===== config.mk =====
export PLATFORM = sky130hd
export DESIGN_NAME = dmem_ctrl
export DESIGN_NICKNAME = d
export VERILOG_FILES = /design/src/rtl/dmem_pkg.sv /design/src/rtl/dmem_ctrl_byte_lane.sv /design/src/rtl/dmem_ctrl.sv
export SDC_FILE = /design/constraint.sdc
export NUM_CORES = 1
export LEC_CHECK = 0
export ABC_AREA = 1
export BUFFER_PORTS_ARGS = -buffer_cell sky130_fd_sc_hd__buf_2
export CORE_ASPECT_RATIO = 1.5
export CORE_MARGIN = 2
export CORE_UTILIZATION = 47
export DETAILED_ROUTE_END_ITERATION = 8
export PLACE_DENSITY = 0.87
export SYNTH_ARGS = -nofsm -noshare
export SYNTH_HDL_FRONTEND = slang
export SYNTH_SLANG_ARGS = --single-unit

===== constraint.sdc =====
create_clock -name clk -period 3.6 [get_ports clk]
set_input_delay 0.36 -clock clk [delete_from_list [all_inputs] [get_ports clk]]
set_output_delay 0.36 -clock clk [all_outputs]
set_load 0.03 [all_outputs]

===== src/rtl/dmem_pkg.sv =====
// dmem_pkg: shared state encoding and byte-enable constants for dmem_ctrl
package dmem_pkg;
  typedef enum logic [1:0] {
    IDLE = 2'b00,
    BUSY = 2'b01,
    DONE = 2'b10
  } state_t;
  localparam logic [3:0] BE_LANE0 = 4'b0001;
  localparam logic [3:0] BE_LANE1 = 4'b0010;
  localparam logic [3:0] BE_LANE2 = 4'b0100;
  localparam logic [3:0] BE_LANE3 = 4'b1000;
  localparam logic [3:0] BE_WORD  = 4'b1111;
endpackage


===== src/rtl/dmem_ctrl_byte_lane.sv =====
// byte_lane: store replication, byte enables and load byte extraction
// Ports: lane = addr[1:0], byte_en = byte access, store = write access,
//        wdata_in/rdata_in raw data in, be/wdata/rdata steered results out.
module byte_lane
  import dmem_pkg::*;
(
  input  logic [1:0]  lane,
  input  logic        byte_en,
  input  logic        store,
  input  logic [31:0] wdata_in,
  input  logic [31:0] rdata_in,
  output logic [3:0]  be,
  output logic [31:0] wdata,
  output logic [31:0] rdata
);
  always_comb begin
    be    = (store & byte_en) ? BE_LANE0 << lane : BE_WORD;
    wdata = byte_en ? {4{wdata_in[7:0]}} : wdata_in;
    rdata = byte_en ? {24'b0, rdata_in[{lane, 3'b000} +: 8]} : rdata_in;
  end
endmodule


===== src/rtl/dmem_ctrl.sv =====
// dmem_ctrl: M-stage data memory controller with req/ready handshake and stall
// Ports: clk/reset (async active-low); MemWriteM/MemReadM/ByteM/ALUOutM/WriteDataM
//        from the M stage; ReadDataM/StallM/align_err/bus_err to the pipeline;
//        mem_req/mem_we/mem_addr/mem_be/mem_wdata/mem_rdata/mem_ready to memory.
module dmem_ctrl
  import dmem_pkg::*;
#(
  parameter int TIMEOUT = 255,
  parameter int CNT_W   = 8
) (
  input  logic        clk,
  input  logic        reset,
  input  logic        MemWriteM,
  input  logic        MemReadM,
  input  logic        ByteM,
  input  logic [31:0] ALUOutM,
  input  logic [31:0] WriteDataM,
  output logic [31:0] ReadDataM,
  output logic        StallM,
  output logic        align_err,
  output logic        bus_err,
  output logic        mem_req,
  output logic        mem_we,
  output logic [31:0] mem_addr,
  output logic [3:0]  mem_be,
  output logic [31:0] mem_wdata,
  input  logic [31:0] mem_rdata,
  input  logic        mem_ready
);
  state_t           state, state_nx;
  logic [CNT_W-1:0] cnt;
  logic [31:0]      cap, lane_rdata;
  logic             err_q, access, aligned, load, issue, busy, hit, timeout;
  assign access  = MemWriteM | MemReadM;
  assign aligned = ByteM | (ALUOutM[1:0] == 2'b00);
  assign load    = MemReadM & ~MemWriteM;
  // Outputs are gated by reset so a request drops the instant reset asserts.
  assign issue     = reset & (state == IDLE) & access & aligned;
  assign busy      = reset & (state == BUSY);
  assign mem_req   = issue | busy;
  assign StallM    = mem_req;
  assign hit       = mem_req & mem_ready;
  // Fires on the TIMEOUT-th BUSY cycle without ready; a late ready still wins.
  assign timeout   = busy & ~mem_ready & (cnt == CNT_W'(TIMEOUT - 1));
  assign align_err = reset & (state == IDLE) & access & ~aligned;
  assign bus_err   = err_q;
  assign mem_we    = MemWriteM;
  assign mem_addr  = {ALUOutM[31:2], 2'b00};
  // Data is forwarded on the ready cycle too, giving a one-cycle minimum stall.
  assign ReadDataM = (state == DONE) ? cap : (hit & load) ? lane_rdata : 32'b0;
  byte_lane u_lane (
    .lane    (ALUOutM[1:0]),
    .byte_en (ByteM),
    .store   (MemWriteM),
    .wdata_in(WriteDataM),
    .rdata_in(mem_rdata),
    .be      (mem_be),
    .wdata   (mem_wdata),
    .rdata   (lane_rdata)
  );
  always_comb begin
    state_nx = state;
    state_nx = (state == DONE) ? IDLE : (hit | timeout) ? DONE : issue ? BUSY : state;
  end
  always_ff @(posedge clk or negedge reset) begin
    if (!reset) begin
      state <= IDLE;
      cnt   <= '0;
      cap   <= '0;
      err_q <= 1'b0;
    end else begin
      state <= state_nx;
      err_q <= timeout;
      if (issue & ~mem_ready) cnt <= '0;
      else if (busy && cnt != '1) cnt <= cnt + 1'b1;
      if (hit) cap <= load ? lane_rdata : 32'b0;
      else if (timeout) cap <= 32'b0;
    end
  end
endmodule


==> impl_metrics.csv <==
group,metric,value,unit
logic_synthesis,async_flop_share,1.00,
timing,period_share,0.751,
critical_path,worstRegToRegCells,9,
logic_synthesis,avgSynthCellArea,6.24,um2
timing,max_freq,0.370,GHz
clocking,root_buffer,"clkbuf_8",
status,status,"complete, no violations",
logic_synthesis,ys.flop_type,"dfrtp_1",
timing,fin_crit,2.70,ns
logic_synthesis,yosysWarningCount,0,
drt,wl_per_cell,14.6,um
die,initial_utilization,0.481,
clocking,cts_tree,"built",
logic_synthesis,netlist_area,3270,um2
grt,grt_pass1_vias,3509,
placed_design,place_congestion,0.861,
grt,groute.usage.overall,0.269,
timing,max_slew.worst_pin.slew,0.581,ns
clocking,clock_latency,0.30,ns
die,core.rowCount,37,
critical_path,crit_arrival,2.34,ns
logic_synthesis,yosys.area.top_type,"dfrtp_1",
drt,vias,3680,
drt,avgViaCountPerCell,5.30,
clocking,cts.reportedPaths.clkPinSlew,0.09,ns
logic_synthesis,synth_seq_cells,43,
worst_hold_path,hp-class,"input port to async pin",
timing,fin_ws,0.896,ns
logic_synthesis,syn_inst,525,
layout,final_area,3790,um2
critical_path,start_kind,"flop",
critical_path,cp.required,3.24,ns
power,p_int,0.000966,W
drt,dr.pass1.iters,4,
die,fp.dieW,72.2,um
die,io_pins,207,
power,p_comb_frac,0.426,
grt,overflow,0,
layout,fillers,689,
drt,ant_nets,0,
placed_design,placed_area,3700,um2
timing,rsz0062_at_grt,"no",
timing,slew_headroom,0.612,
clocking,cts_max_path_buffers,2,
placed_design,dp_hpwl,7.83,mm
drt,drt_iter0_drc,324,
timing,fin_setup_tns,0,ns
drt,finalWirelength,10.2,mm
logic_synthesis,synth.area.top_cells,"dfrtp_1 33%, nand2_1 27%, nand3_1 12%, buf_4 10%, nor2_1 3.9%",
job,drv_cap,0,
timing,setup_viol,0,
clocking,cts_max_level,2,
timing,drv_slew,0,
timing,timing.final.hold_violations,0,
grt,grt_pass1_wl,16.3,mm
die,core_area,6810,um2
timing,skew,0.0120,ns
logic_synthesis,synth_cell_types,26,
drt,drc,0,
layout,drive_gt1_frac,0.269,
clocking,clock-sinks,43,
die,die_y,106,um
logic_synthesis,synth_top_area_share,0.329,
logic_synthesis,synth_edf_count,0,
placed_design,post-place-ws,1.02,ns
critical_path,crit_type,"flop to output pin",
critical_path,crit_fanout,35,
grt,grt_max_degree,45,
logic_synthesis,ys_seq_area_frac,0.329,
placed_design,port_buffers,144,
clocking,cts_resized,0,
die,design.die.area,7660,um2
layout,nNetsFinal,719,
power,clockPowerShare,0.176,
layout,seqCellArea,1080,um2
clocking,cts_setup_buffers,0,
layout,diodes,0,
power,p_leak,2.45,nW
layout,area_growth,15.7,%
power,p_switching,0.000775,W
layout,multi_input_area,1690,um2
critical_path,cp-end-kind,"output pin",
clocking,cts_hold_buf,0,
clocking,cts_buffers,5,
power,swShare,0.445,
power,seq_power_share,0.398,
power,p_per_area,459,nW/um2
grt,antenna_found_initial,0,
power,irDropWorstVdd,171,uV
logic make-up (layout without fill, tap and decap cells):
group,Yosys count,in the layout,synth area share
XOR/XNOR,4,4,0.0107
AND/OR/NAND/NOR,368,368,0.466
flip-flops,43,43,0.329
other,1,2,0.00115
adder cells (fa/ha/maj),2,2,0.00764
AO/OA/AOI/OAI,17,17,0.0279
buffers and inverters,90,180,0.158
layout make-up:
| class | count | area share |
|---|---|---|
| Inverter | 24 | 0.0244 |
| Tap cell | 78 | 0.0258 |
| Multi-Input combinational cell | 393 | 0.445 |
| Sequential cell | 43 | 0.284 |
| Clock inverter | 2 | 0.00330 |
| Clock buffer | 6 | 0.0191 |
| Timing Repair Buffer | 148 | 0.198 |
critical path: stages (launching register included):
cell and delay, ns:
dfrtp_1 0.38, inv_2 0.07, nand2_1 0.06, nor2_1 0.21, inv_1 0.12, nand2_2 0.16, nand2_4 0.26, inv_4 0.33
nand2_1 0.15, nand2_1 0.09, buf_2 0.19
registers in the layout, summed over array words and instances (netlist names):
register,count
cap,32
bus_err,1
state,2
cnt,8
synthesized netlist by cell type (all sizes together) (7+ instances only):
master	count
dfrtp	43
a21oi	8
nand4	7
clkbuf	13
buf	53
nand3	82
o21ai	8
nand2	242
nor2	34
inv	22
power groups by stage:
stage | Combinational (W) | Sequential, W | Clock [W]
2_1_floorplan | 0.000608 | 0.000681 | 0
3_3_place_gp | 0.000727 | 0.000693 | 0
3_5_place_dp | 0.000741 | 0.000702 | 0
4_1_cts | 0.000744 | 0.000692 | 0.000311
5_1_grt | 0.000822 | 0.000709 | 0.000323
6_report | 0.000742 | 0.000693 | 0.000306
per-layer routing:
layer,part of all wire,global-route usage,vias to the layer above
li1,-,-,1790
met5,0,0,-
met2,0.52,0.488,183
met3,0.083,0.0389,32
met4,0.027,0.0984,0
met1,0.37,0.314,1675
through the flow:
stage / util / std cells / hold WS, ns / total power (W)
6_report: 0.557 / 694 / 0.189 / 0.00174
5_1_grt: 0.557 / 694 / 0.244 / 0.00185
4_1_cts: 0.557 / 694 / 0.209 / 0.00175
3_5_place_dp: 0.544 / 686 / 0.487 / 0.00144
3_3_place_gp: 0.544 / 686 / 0.480 / 0.00142
2_1_floorplan: - / 526 / 0.0644 / 0.00129
final timing paths:
path	end	slack [ns]	from
min reg2reg	cap[23]	0.50	cap[23]
max reg2reg	cap[9]	1.67	state[1]
min	cnt[7]	0.19	reset
max	ReadDataM[9]	0.90	state[1]
max in group asynchronous	cap[14]	3.03	reset
min in group clk	cap[26]	0.42	mem_ready
cell usage in the layout (no fill, tap or decap), types with 3 or more instances in the layout:
| master | Yosys | final |
|---|---|---|
| clkbuf_8 | 0 | 5 |
| nand2_1 | 239 | 239 |
| a21oi_1 | 8 | 8 |
| buf_4 | 44 | 4 |
| inv_2 | 3 | 3 |
| o21ai_0 | 7 | 7 |
| nand3_1 | 81 | 81 |
| buf_2 | 9 | 144 |
| nor2_1 | 34 | 33 |
| dfrtp_1 | 43 | 43 |
| inv_1 | 18 | 18 |
| nand4_1 | 7 | 7 |
(Power assumes the default switching activity.)
